File: config.mk
export PLATFORM = sky130hd
export DESIGN_NAME = manual_drive
export DESIGN_NICKNAME = d
export VERILOG_FILES = /design/src/rtl/manual_drive_pkg.sv /design/src/rtl/manual_drive_tick_counter.sv /design/src/rtl/manual_drive.sv
export SDC_FILE = /design/constraint.sdc
export NUM_CORES = 1
export LEC_CHECK = 0
export CORE_AREA = 2 2 71 73
export CTS_CLUSTER_DIAMETER = 50
export DETAILED_ROUTE_END_ITERATION = 8
export DIE_AREA = 0 0 73 75
export PLACE_DENSITY_LB_ADDON = 0.12
export SYNTH_ARGS = -nofsm -noshare
export SYNTH_HDL_FRONTEND = slang
export SYNTH_HIERARCHICAL = 1
export SYNTH_SLANG_ARGS = --single-unit
File: constraint.sdc
create_clock -name clk -period 6.7 [get_ports clk]
set_clock_uncertainty 0.1 [all_clocks]
set_input_delay 1.34 -clock clk [delete_from_list [all_inputs] [get_ports clk]]
set_output_delay 1.34 -clock clk [all_outputs]
set_load 0.01 [all_outputs]
File: src/rtl/manual_drive_pkg.sv
// manual_drive_pkg: state encodings and engine power levels shared by the manual drive controller
package manual_drive_pkg;

    typedef enum logic [1:0] {
        S_OFF          = 2'd0,
        S_NOT_STARTING = 2'd1,
        S_STARTING     = 2'd2,
        S_MOVING       = 2'd3
    } state_t;

    localparam logic POFF = 1'b0;
    localparam logic PON  = 1'b1;

endpackage

File: src/rtl/manual_drive_tick_counter.sv
// manual_drive_tick_counter: modulo-N counter of enabled tick_ms strobes with a one-cycle wrap pulse
module manual_drive_tick_counter #(
    parameter int N = 1000
) (
    input  logic clk,
    input  logic rst,
    input  logic tick_ms,
    input  logic en,
    input  logic clr,
    output logic wrap
);

    localparam int W = N > 1 ? $clog2(N) : 1;

    logic [W-1:0] cnt;

    assign wrap = en & tick_ms & (cnt == W'(N - 1));

    // count enabled ticks, restart on wrap or clear
    always_ff @(posedge clk or negedge rst) begin
        if (!rst)
            cnt <= '0;
        else if (clr)
            cnt <= '0;
        else if (en && tick_ms)
            cnt <= wrap ? '0 : cnt + 1'b1;
    end

endmodule

File: src/rtl/manual_drive.sv
// manual_drive: manual driving-mode FSM with stall power-off, reverse latch, mileage and turn lamps
module manual_drive
    import manual_drive_pkg::*;
#(
    parameter int MILE_TICKS  = 1000,
    parameter int BLINK_TICKS = 500,
    parameter int MILE_W      = 16
) (
    input  logic              clk,
    input  logic              rst,
    input  logic              tick_ms,
    input  logic              power,
    input  logic              throttle,
    input  logic              clutch,
    input  logic              brake,
    input  logic              reverse,
    input  logic              turn_left,
    input  logic              turn_right,
    output logic              manual_power,
    output logic [1:0]        state,
    output logic              dir_rev,
    output logic              move_fwd,
    output logic              move_back,
    output logic              lamp_left,
    output logic              lamp_right,
    output logic [MILE_W-1:0] mileage
);

    state_t st;
    logic   rev_q;
    logic   rev_chg;
    logic   stall;
    logic   to_off;
    logic   mile_wrap;
    logic   blink_clr;
    logic   blink_wrap;
    logic   dark;

    assign state     = st;
    assign rev_chg   = reverse ^ rev_q;
    // brake always rescues a would-be stall back to NOT_STARTING
    assign stall     = ~brake & ((st == S_NOT_STARTING) ? (throttle & ~clutch)
                                                        : ((st != S_OFF) & rev_chg & ~clutch));
    assign to_off    = ~power | stall;
    assign blink_clr = ~(turn_left | turn_right) | to_off;

    manual_drive_tick_counter #(.N(MILE_TICKS)) u_mile (
        .clk     (clk),
        .rst     (rst),
        .tick_ms (tick_ms),
        .en      (st == S_MOVING),
        .clr     (st != S_MOVING),
        .wrap    (mile_wrap)
    );

    manual_drive_tick_counter #(.N(BLINK_TICKS)) u_blink (
        .clk     (clk),
        .rst     (rst),
        .tick_ms (tick_ms),
        .en      (~blink_clr),
        .clr     (blink_clr),
        .wrap    (blink_wrap)
    );

    // driving FSM with registered power request, reverse latch and motion indicators
    always_ff @(posedge clk or negedge rst) begin
        if (!rst) begin
            st           <= S_OFF;
            manual_power <= POFF;
            dir_rev      <= 1'b0;
            rev_q        <= 1'b0;
            move_fwd     <= 1'b0;
            move_back    <= 1'b0;
        end else begin
            rev_q     <= reverse;
            move_fwd  <= 1'b0;
            move_back <= 1'b0;
            if (to_off) begin
                st           <= S_OFF;
                manual_power <= POFF;
            end else begin
                manual_power <= PON;
                case (st)
                    S_OFF: st <= S_NOT_STARTING;
                    S_NOT_STARTING: begin
                        if (rev_chg)
                            dir_rev <= reverse;
                        if (!brake && throttle && clutch)
                            st <= S_STARTING;
                    end
                    S_STARTING: begin
                        if (brake)
                            st <= S_NOT_STARTING;
                        else if (rev_chg)
                            dir_rev <= reverse;
                        else if (throttle && !clutch) begin
                            st        <= S_MOVING;
                            move_fwd  <= ~dir_rev;
                            move_back <= dir_rev;
                        end
                    end
                    S_MOVING: begin
                        if (brake)
                            st <= S_NOT_STARTING;
                        else if (clutch || !throttle)
                            st <= S_STARTING;
                        else begin
                            move_fwd  <= ~dir_rev;
                            move_back <= dir_rev;
                        end
                    end
                endcase
            end
        end
    end

    // mileage survives state changes, only reset clears it
    always_ff @(posedge clk or negedge rst) begin
        if (!rst)
            mileage <= '0;
        else if (mile_wrap)
            mileage <= mileage + 1'b1;
    end

    // shared blink phase keeps both lamps in step; lamps start lit
    always_ff @(posedge clk or negedge rst) begin
        if (!rst) begin
            dark       <= 1'b0;
            lamp_left  <= 1'b0;
            lamp_right <= 1'b0;
        end else begin
            dark       <= ~blink_clr & (dark ^ blink_wrap);
            lamp_left  <= turn_left & ~to_off & ~(dark ^ blink_wrap);
            lamp_right <= turn_right & ~to_off & ~(dark ^ blink_wrap);
        end
    end

endmodule
==> results.tsv, run 1 <==
stage	metric	value	unit
detailed_routing	firstDrtPassIters	4	
global_route	grt_util_all_layers	16.18	%
timing	timing.fmax	289.8	MHz
place	gp_congestion	0.7940	
floorplan	die_h	75	um
critical_path	critical_path.max_fanout	8	
clock_network	tritoncts	done	
global_route	antenna_found_initial	0	
place	place_area	2618	sq um
synthesis	synth_edf_count	0	
synthesis	synthFlopType	dfrtp_1	
floorplan	die_area	5475	sq um
power	total_power	0.4699	mW
place	dp_hpwl	2947	um
final_layout	n_antenna_cell	0	
final_layout	finalNetCount	258	
critical_path	startpoint_type	primary input	
synthesis	ys_seq_area_share	49.86	%
detailed_routing	vias	1620	
synthesis	syn_area_per_cell	10.86	sq um
synthesis	synth_top_family_by_area	simple AND/OR/NAND/NOR gates	
critical_path	r2r_slack	4.05	ns
timing	worst_pin_slew	0.9689	ns
critical_path	cp.required	6.79	ns
timing	min_period	3.451	ns
synthesis	synthAdderAreaFrac	1.662	%
synthesis	synth_xor_area_share	9.695	%
critical_path	arrival	3.54	ns
floorplan	fp-row-count	25	
global_route	grt_pass1_wl	6941	um
power	vdd_drop_max	0.00008407	V
timing	drv_slew	0	
timing	slew_headroom	35.40	%
flow_run	max-cap-violations	0	
timing	fin_setup_tns	0	ns
detailed_routing	wl_per_cell	13.61	um
clock_network	postCtsSetupBuffers	0	
synthesis	synthSimpleGateAreaFrac	23.49	%
synthesis	syn_nets	221	
synthesis	synth.cell_area	2258	sq um
synthesis	async_reset_ff_share	100.0	%
floorplan	die_width	73	um
synthesis	synth_seq_cells	45	
synthesis	synth.area.mux_share	1.884	%
synthesis	syn_inst	208	
critical_path	crit_end	mileage[9]	
floorplan	initial_core_util	48.46	%
timing	period_share	51.51	%
synthesis	synth_cell_types	47	
critical_path	worst_r2r_endpoint	mileage[9]	
global_route	met1_usage	22.25	%
global_route	grtUsageMet3	4.016	%
final_layout	design_area	2705	sq um
clock_network	clk_pin_slew	0.09	ns
timing	rsz0062_at_grt	no	
detailed_routing	vias_per_cell	5.400	
clock_network	clock-sinks	45	
outcome	outcome	completed	
global_route	gr-total-overflow	0	
clock_network	holdBufCountCts	0	
critical_path	path_class	in -> reg	
power	p_per_area	173.7	nW/um^2
final_layout	areaGrowthSynthToFinish	19.78	%
floorplan	num_io_pins	34	
critical_path	reg2regPathDepth	8	
clock_network	cts_resized	0	
detailed_routing	drt_iter0_markers	57	
critical_path	crit_start	tick_ms	
synthesis	yosys_warnings	6	
timing	hold_viol_final	0	
place	port_buffers	33	
clock_network	cts.htree.levels	2	
global_route	grt_util_met2	25.73	%
synthesis	synth_compound_area_share	10.75	%
timing	setup_viol	0	
clock_network	root_buffer	clkbuf_8	
floorplan	coreArea	4661	sq um
critical_path	crit_path_end_kind	flip-flop	
clock_network	cts.path.max_buffers	2	
global_route	grt_start_max_net_pins	46	
worst_hold_path	worstHoldPathType	reg -> reg	
clock_network	insertion_delay	0.29	ns
detailed_routing	routed_wl	4083	um
global_route	grt_pass1_vias	1523	
power	power.leakage	1.150	nW
clock_network	cts_buffers	5	
detailed_routing	post-route-drc-count	0	
detailed_routing	ant_nets	0	
final_layout	drive_gt1_share	10.98	%
global_route	grt_busiest_layer	met2	
critical_path	r2r-start	state[1]	
[through the flow]
| step | setup WS, ns | cells | util (%) | hold slack (ns) |
|---|---|---|---|---|
| 2_1_floorplan | 3.768 | 208 | - | 0.3350 |
| 3_3_place_gp | 2.920 | 292 | 56.16 | 0.3593 |
| 3_5_place_dp | 2.937 | 292 | 56.16 | 0.3566 |
| 4_1_cts | 3.245 | 300 | 58.04 | 0.3750 |
| 5_1_grt | 3.000 | 300 | 58.04 | 0.3972 |
| 6_report | 3.249 | 300 | 58.04 | 0.3777 |
[cell usage after synthesis, types with 2 or more instances]
master	n	share of area, %
or2_1	2	0.55
nor3_4	2	1.4
o21ai_1	3	0.66
nor2_1	21	3.5
nor2_2	6	1.7
xnor2_1	19	7.4
inv_1	7	1.2
buf_6	3	1.5
nand2_1	17	2.8
a21oi_1	10	2.2
and3_1	3	0.83
mux2_2	2	1.0
ha_1	3	1.7
xor2_1	6	2.3
a22o_1	2	0.78
dfrtp_1	45	50
o21ai_0	4	0.89
mux2i_1	2	0.89
nand4_1	7	1.9
a31oi_1	3	0.83
nor3_1	3	0.66
nand3_1	11	2.4
nor4_1	3	0.83
[layout by cell type (no fill, tap or decap), types with 2 or more instances in the layout]
cell,instances
xnor2_1,19
o21ai_0,4
mux2i_1,2
nor2_2,6
a22o_1,2
mux2_2,2
inv_1,7
or2_1,2
nand4_1,7
nor4_1,3
ha_1,3
clkinvlp_4,2
nor2_1,21
nor3_4,2
a21oi_1,10
nand2_1,17
a31oi_1,3
o21ai_1,3
clkbuf_8,5
nand3_1,11
dfrtp_1,45
nor3_1,3
xor2_1,6
and3_1,3
clkdlybuf4s50_1,32
[power by group]
| group | switching [mW] | internal, mW | total (mW) |
|---|---|---|---|
| sequential | 0.00230 | 0.274 | 0.276 |
| combinational | 0.0180 | 0.0129 | 0.0309 |
| clock | 0.0892 | 0.0735 | 0.163 |
| total | 0.109 | 0.360 | 0.470 |
[critical path, cell delays in order]
cell and delay (ns):
clkdlybuf4s50_1 0.64, nand3_1 0.20, nor4_4 0.43, nand4_2 0.20, nor3_1 0.40, nand4_1 0.17, xnor2_1 0.15
[state kept, by name, indices dropped and copies added (netlist names), 2 cells and up]
register     count
state            2
u_blink/cnt      9
u_mile/cnt      10
mileage         16
[how the worst min path moves through the flow]
stage | startpoint | end | slack [ns] | cells after the start
finish | rev_q | dir_rev | 0.38 | 1
floorplan | rev_q | dir_rev | 0.34 | 1
detailed placement | rev_q | dir_rev | 0.36 | 1
global placement | u_blink/cnt[7] | u_blink/cnt[7] | 0.36 | 1
global route | rev_q | dir_rev | 0.40 | 1
CTS | rev_q | dir_rev | 0.38 | 1
[metal layers]
layer	vias to the layer above	routed length, um
met2	42	1977
li1	806	-
met1	768	1911
met5	-	0
met4	0	23
met3	4	170
[cell type report]
cell class	instances	area [sq um]
Tap cell	54	67.56
Timing Repair Buffer	33	325.3
Clock inverter	2	15.01
Inverter	7	26.28
Multi-Input combinational cell	153	1072
Fill cell	420	1956
Clock buffer	6	72.57
Sequential cell	45	1126
[cells by family (layout without fill, tap and decap cells)]
group | Yosys count | after routing
simple gates | 90 | 90
flops | 45 | 45
compound gates | 31 | 31
xor+xnor | 25 | 25
buf+inv | 10 | 48
mux | 4 | 4
fa+ha+maj | 3 | 3
Note: power is estimated with default switching activity, not from simulation.
==> inputs of run 2 (changes only) <==
Clock period 6.7 ns to 3.61 ns, I/O delays scaled along.
==> results.tsv, run 2 (synthesized netlist as in run 1, its figures left out) <==
stage	metric	value	unit	change
critical_path	critical_path.max_fanout	9		+1
clock_network	root_buffer	clkbuf_8		
timing	drv_slew	0		unchanged
place	port_buffers	33		unchanged
detailed_routing	dr_wl_met3	183	um	+7.6%
detailed_routing	vias	1640		+1.2%
critical_path	r2r_slack	1.21	ns	-2.84 ns
detailed_routing	post-route-drc-count	0		unchanged
place	place_area	2625	sq um	+0.29%
timing	timing.fmax	365.9	MHz	
outcome	outcome	completed		
critical_path	startpoint_type	primary input		
critical_path	cp.required	3.73	ns	-3.06 ns
critical_path	max_stage_delay	0.47	ns	-0.17 ns
timing	hold_viol_final	0		unchanged
flow_run	max-cap-violations	0		unchanged
power	p_per_area	370.7	nW/um^2	+110%
detailed_routing	drt_iter0_markers	59		+3.5%
timing	rsz0062_at_grt	no		
global_route	gr-total-overflow	0		unchanged
final_layout	final_cell_mix	45 x dfrtp_1, 32 x clkdlybuf4s50_1, 21 x nor2_1, 19 x xnor2_1, 17 x nand2_1		
worst_hold_path	holdPathEnd	dir_rev		
final_layout	layout_commonest_cell	dfrtp_1		
final_layout	largest_register_ffs	16		unchanged
final_layout	finalNetCount	259		+0.39%
detailed_routing	wl_met2	1891	um	-4.4%
global_route	grt_pass1_vias	1521		-0.13%
floorplan	initial_core_util	48.46	%	unchanged
final_layout	largestRegisters	mileage (16), u_mile/cnt (10), u_blink/cnt (9)		
place	gp_congestion	0.8266		+4.1%
final_layout	design_area	2763	sq um	+2.1%
worst_hold_path	worstHoldPathType	reg -> reg		
clock_network	cts.path.max_buffers	2		unchanged
timing	period_share	75.72	%	
critical_path	crit_path_end_kind	flip-flop		
final_layout	n_antenna_cell	0		unchanged
critical_path	path_cells	clkdlybuf4s50_1, xnor2_1, a2111oi_4, nor2_1, nand2_1, a211oi_4, o21ai_1, a31oi_1		
global_route	grt_util_all_layers	16.23	%	+0.047 points
critical_path	path_class	in -> reg		
critical_path	r2r-start	state[1]		
detailed_routing	wl_per_cell	13.36	um	-1.9%
clock_network	insertion_delay	0.30	ns	about the same
timing	min_period	2.733	ns	
clock_network	cts_resized	0		unchanged
detailed_routing	firstDrtPassIters	6		+2
clock_network	clk_pin_slew	0.08	ns	about the same
clock_network	postCtsSetupBuffers	0		unchanged
final_layout	top_register	mileage		
timing	setup_viol	0		unchanged
timing	fin_setup_tns	0	ns	unchanged
clock_network	holdBufCountCts	0		unchanged
critical_path	arrival	2.85	ns	-0.69 ns
timing	worst_pin_slew	0.9656	ns	-0.003358 ns
floorplan	fp-row-count	25		unchanged
final_layout	drive_gt1_share	11.74	%	+0.77 points
detailed_routing	routed.top_layer	met4		
global_route	grt_pass1_wl	6906	um	-0.50%
detailed_routing	wirelength_met1	1886	um	-1.3%
floorplan	die_area	5475	sq um	unchanged
worst_hold_path	hold_start	rev_q		
floorplan	num_io_pins	34		unchanged
place	place_inst	293		+0.34%
worst_hold_path	whs_path_depth	1		unchanged
clock_network	clock-sinks	45		unchanged
timing	slew_headroom	35.63	%	+0.22 points
detailed_routing	ant_nets	0		unchanged
final_layout	areaGrowthSynthToFinish	22.33	%	
final_layout	fillers	408		-2.9%
floorplan	die_h	75	um	unchanged
clock_network	cts_buffers	5		unchanged
clock_network	tritoncts	done		
place	dp_hpwl	2888	um	-2.0%
critical_path	reg2regPathDepth	8		unchanged
global_route	antenna_found_initial	0		unchanged
final_layout	final_util	59.28	%	+1.2 points
final_layout	layoutNonFillerInstCount	301		+0.33%
critical_path	slowest_stage	clkdlybuf4s50_1		
detailed_routing	routed_wl	4020	um	-1.5%
power	vdd_drop_max	0.0002186	V	+160%
power	power.leakage	1.187	nW	+3.2%
detailed_routing	vias_per_cell	5.449		+0.90%
global_route	grt_start_max_net_pins	46		unchanged
floorplan	coreArea	4661	sq um	unchanged
clock_network	cts.htree.levels	2		unchanged
critical_path	worst_r2r_endpoint	mileage[9]		
floorplan	die_width	73	um	unchanged
-- run 2: cell types whose count changed in the layout (fill, tap and decap cells not counted), sizes merged --
cell / change
bufinv: +2
clkinvlp: -2
buf: +1
clkbuf: -1
inv: +1
-- run 2: cell type report --
type	instances	area, sq um	area share, %
Clock buffer	5	68.82	2.491
Clock inverter	3	68.82	2.491
Inverter	7	26.28	0.9511
Multi-Input combinational cell	153	1072	38.81
Sequential cell	45	1126	40.76
Tap cell	54	67.56	2.446
Timing Repair Buffer	34	332.8	12.05
-- run 2: per-layer routing --
metal  up-vias  track usage [%]
met4         0            5.556
met3         7            4.150
met5         -                0
li1        813                -
met1       779            21.72
met2        41            25.83
-- run 2: per-stage QoR --
| stage | hold WS, ns | power [mW] | worst slack, ns |
|---|---|---|---|
| after global routing | 0.3863 | 1.062 | 0.6578 |
| after global placement | 0.3604 | 0.5806 | 0.5910 |
| after CTS | 0.3673 | 1.038 | 0.8525 |
| final | 0.3684 | 1.024 | 0.8767 |
| after detailed placement | 0.3558 | 0.5810 | 0.5164 |
| after floorplan | 0.3264 | 0.5450 | 1.296 |
-- run 2: worst max path at each step --
stage / start / end / cells after the start / slack, ns
floorplan: reverse / u_blink/cnt[5] / 7 / 1.30
global placement: reverse / u_blink/cnt[7] / 8 / 0.59
detailed placement: reverse / u_blink/cnt[5] / 8 / 0.52
CTS: reverse / u_blink/cnt[7] / 8 / 0.85
global route: reverse / u_blink/cnt[7] / 8 / 0.66
finish: reverse / u_blink/cnt[7] / 8 / 0.88
-- run 2: critical path: cells and delay by family --
family	cells	cell delay (ns)
simple gates	2	0.43
compound gates	4	0.86
buf+inv	1	0.47
xor+xnor	1	0.36
-- run 2: power breakdown --
part	total (mW)	internal, mW	leakage (nW)	switching [mW]
clock network	0.455	0.279	0.0687	0.176
registers	0.512	0.509	0.614	0.00395
logic	0.0568	0.0240	0.504	0.0328
total	1.02	0.811	1.19	0.213
==> inputs of run 3 (changes only) <==
Settings changed: CORE_AREA 2 2 71 73 to 2 2 72 74, DIE_AREA 0 0 73 75 to 0 0 74 76.
Clock period 3.61 ns to 2.3 ns, I/O delays scaled along.
==> results.tsv, run 3 (synthesized netlist as in run 1, its figures left out) <==
stage	metric	value	unit	change
outcome	outcome	completed		
place	place_area	2823	sq um	+7.5%
power	total_power	1.497	mW	+46%
final_layout	drive_gt1_share	19.78	%	+8.0 points
global_route	gr-total-overflow	0		unchanged
critical_path	reg2regPathDepth	7		-1
timing	rsz0062_at_grt	no		
power	power.leakage	1.289	nW	+8.6%
clock_network	root_buffer	clkbuf_8		
clock_network	tritoncts	done		
floorplan	die_width	74	um	+1.4%
final_layout	design_area	2939	sq um	+6.4%
critical_path	r2r-start	u_mile/cnt[1]		
floorplan	die_area	5624	sq um	+2.7%
critical_path	arrival	2.23	ns	-0.62 ns
final_layout	areaGrowthSynthToFinish	30.14	%	
timing	period_share	93.64	%	
detailed_routing	vias	1704		+3.9%
final_layout	top_register	mileage		
detailed_routing	routed_wl	4206	um	+4.6%
place	pre_cts_ws	-0.2452	ns	-0.7616 ns
place	dp_hpwl	3157	um	+9.3%
global_route	antenna_found_initial	0		unchanged
critical_path	crit_start	reverse		
worst_hold_path	worstHoldPathType	in -> async		
final_layout	finalNetCount	281		+8.5%
clock_network	cts.htree.levels	2		unchanged
floorplan	die_h	76	um	+1.3%
place	port_buffers	33		unchanged
critical_path	cp.required	2.38	ns	-1.35 ns
detailed_routing	firstDrtPassIters	4		-2
timing	timing.fmax	464.3	MHz	
global_route	grt_pass1_vias	1640		+7.8%
power	p_per_area	509.5	nW/um^2	+37%
critical_path	critical_path.max_fanout	5		-4
detailed_routing	ant_nets	0		unchanged
critical_path	r2r_slack	0.21	ns	-1.00 ns
final_layout	largest_register_ffs	16		unchanged
detailed_routing	post-route-drc-count	0		unchanged
power	vdd_drop_max	0.0002916	V	+33%
clock_network	clock-sinks	45		unchanged
floorplan	num_io_pins	34		unchanged
critical_path	crit_end	u_blink/cnt[0]		
timing	hold_viol_final	0		unchanged
critical_path	crit_path_end_kind	flip-flop		
critical_path	worst_r2r_endpoint	mileage[10]		
detailed_routing	vias_per_cell	5.041		-7.5%
clock_network	cts.path.max_buffers	2		unchanged
floorplan	fp-row-count	26		+4.0%
place	gp_congestion	0.8074		-2.3%
clock_network	clk_pin_slew	0.08	ns	about the same
clock_network	holdBufCountCts	0		unchanged
critical_path	startpoint_type	primary input		
final_layout	final_cell_mix	44 x dfrtp_1, 32 x clkdlybuf4s50_1, 22 x buf_4, 21 x nor2_1, 18 x xnor2_1		
clock_network	cts_buffers	5		unchanged
floorplan	coreArea	4912	sq um	+5.4%
detailed_routing	drt_iter0_markers	47		-20%
global_route	grt_pass1_wl	7431	um	+7.6%
clock_network	insertion_delay	0.29	ns	about the same
final_layout	n_antenna_cell	0		unchanged
timing	worst_pin_slew	0.5243	ns	-0.4413 ns
timing	setup_viol	0		unchanged
global_route	grt_start_max_net_pins	24		-48%
timing	worst_slack	0.1462	ns	-0.7305 ns
detailed_routing	wl_per_cell	12.44	um	-6.8%
critical_path	path_class	in -> reg		
flow_run	max-cap-violations	0		unchanged
timing	drv_slew	0		unchanged
timing	min_period	2.154	ns	
floorplan	initial_core_util	45.98	%	-2.5 points
global_route	grt_util_all_layers	16.58	%	+0.35 points
final_layout	largestRegisters	mileage (16), u_mile/cnt (10), u_blink/cnt (9)		
timing	slew_headroom	65.05	%	+29 points
final_layout	layout_commonest_cell	dfrtp_1		
final_layout	final_util	59.83	%	+0.56 points
==> run 3: how the worst min path moves through the flow <==
stage,from,endpoint,slack [ns]
after global placement,rev_q,dir_rev,0.36
after detailed placement,rev_q,dir_rev,0.36
after CTS,rst,mileage[15],0.05
final,rst,mileage[15],0.03
after floorplan,rst,dark,0.06
after global routing,rst,mileage[15],0.06
==> run 3: stage by stage <==
| stage | hold WS [ns] | setup TNS (ns) | cells |
|---|---|---|---|
| after floorplan | 0.06441 | 0 | 208 |
| after global placement | 0.3586 | -1.565 | 331 |
| after detailed placement | 0.3616 | -1.832 | 331 |
| after CTS | 0.05037 | 0 | 338 |
| after global routing | 0.06460 | 0 | 338 |
| final | 0.03346 | 0 | 338 |
==> run 3: layer usage <==
layer  track usage (%)  part of all wire, %
met5                 0                    0
met3             4.497                  3.4
met1             24.07                   51
met4             4.364                  1.2
met2             24.46                   45
==> run 3: power by group <==
part / internal, mW / total [mW] / switching [mW]
registers: 0.798 / 0.805 / 0.00646
logic: 0.0607 / 0.120 / 0.0588
clock network: 0.316 / 0.573 / 0.257
total: 1.17 / 1.50 / 0.323
==> run 3: repair_timing <==
item,in CTS,in global routing
resized for setup,0,3
buffers inserted,0,0
setup endpoints to repair,0,6
==> run 3: layout make-up <==
class / instances / area [sq um]
Clock inverter: 2 / 35.03
Timing Repair Buffer: 56 / 510.5
Fill cell: 432 / 1973
Sequential cell: 45 / 1127
Inverter: 7 / 26.28
Multi-Input combinational cell: 153 / 1084
Clock buffer: 5 / 68.82
Tap cell: 70 / 87.58
==> run 3: worst max-delay path, cell delays in order <==
cell and delay (ns):
clkdlybuf4s50_1 0.46, xnor2_2 0.18, a2111oi_4 0.37, nor2_1 0.12, nand2_1 0.17, a211oi_4 0.06
buf_4 0.16, mux2_2 0.25
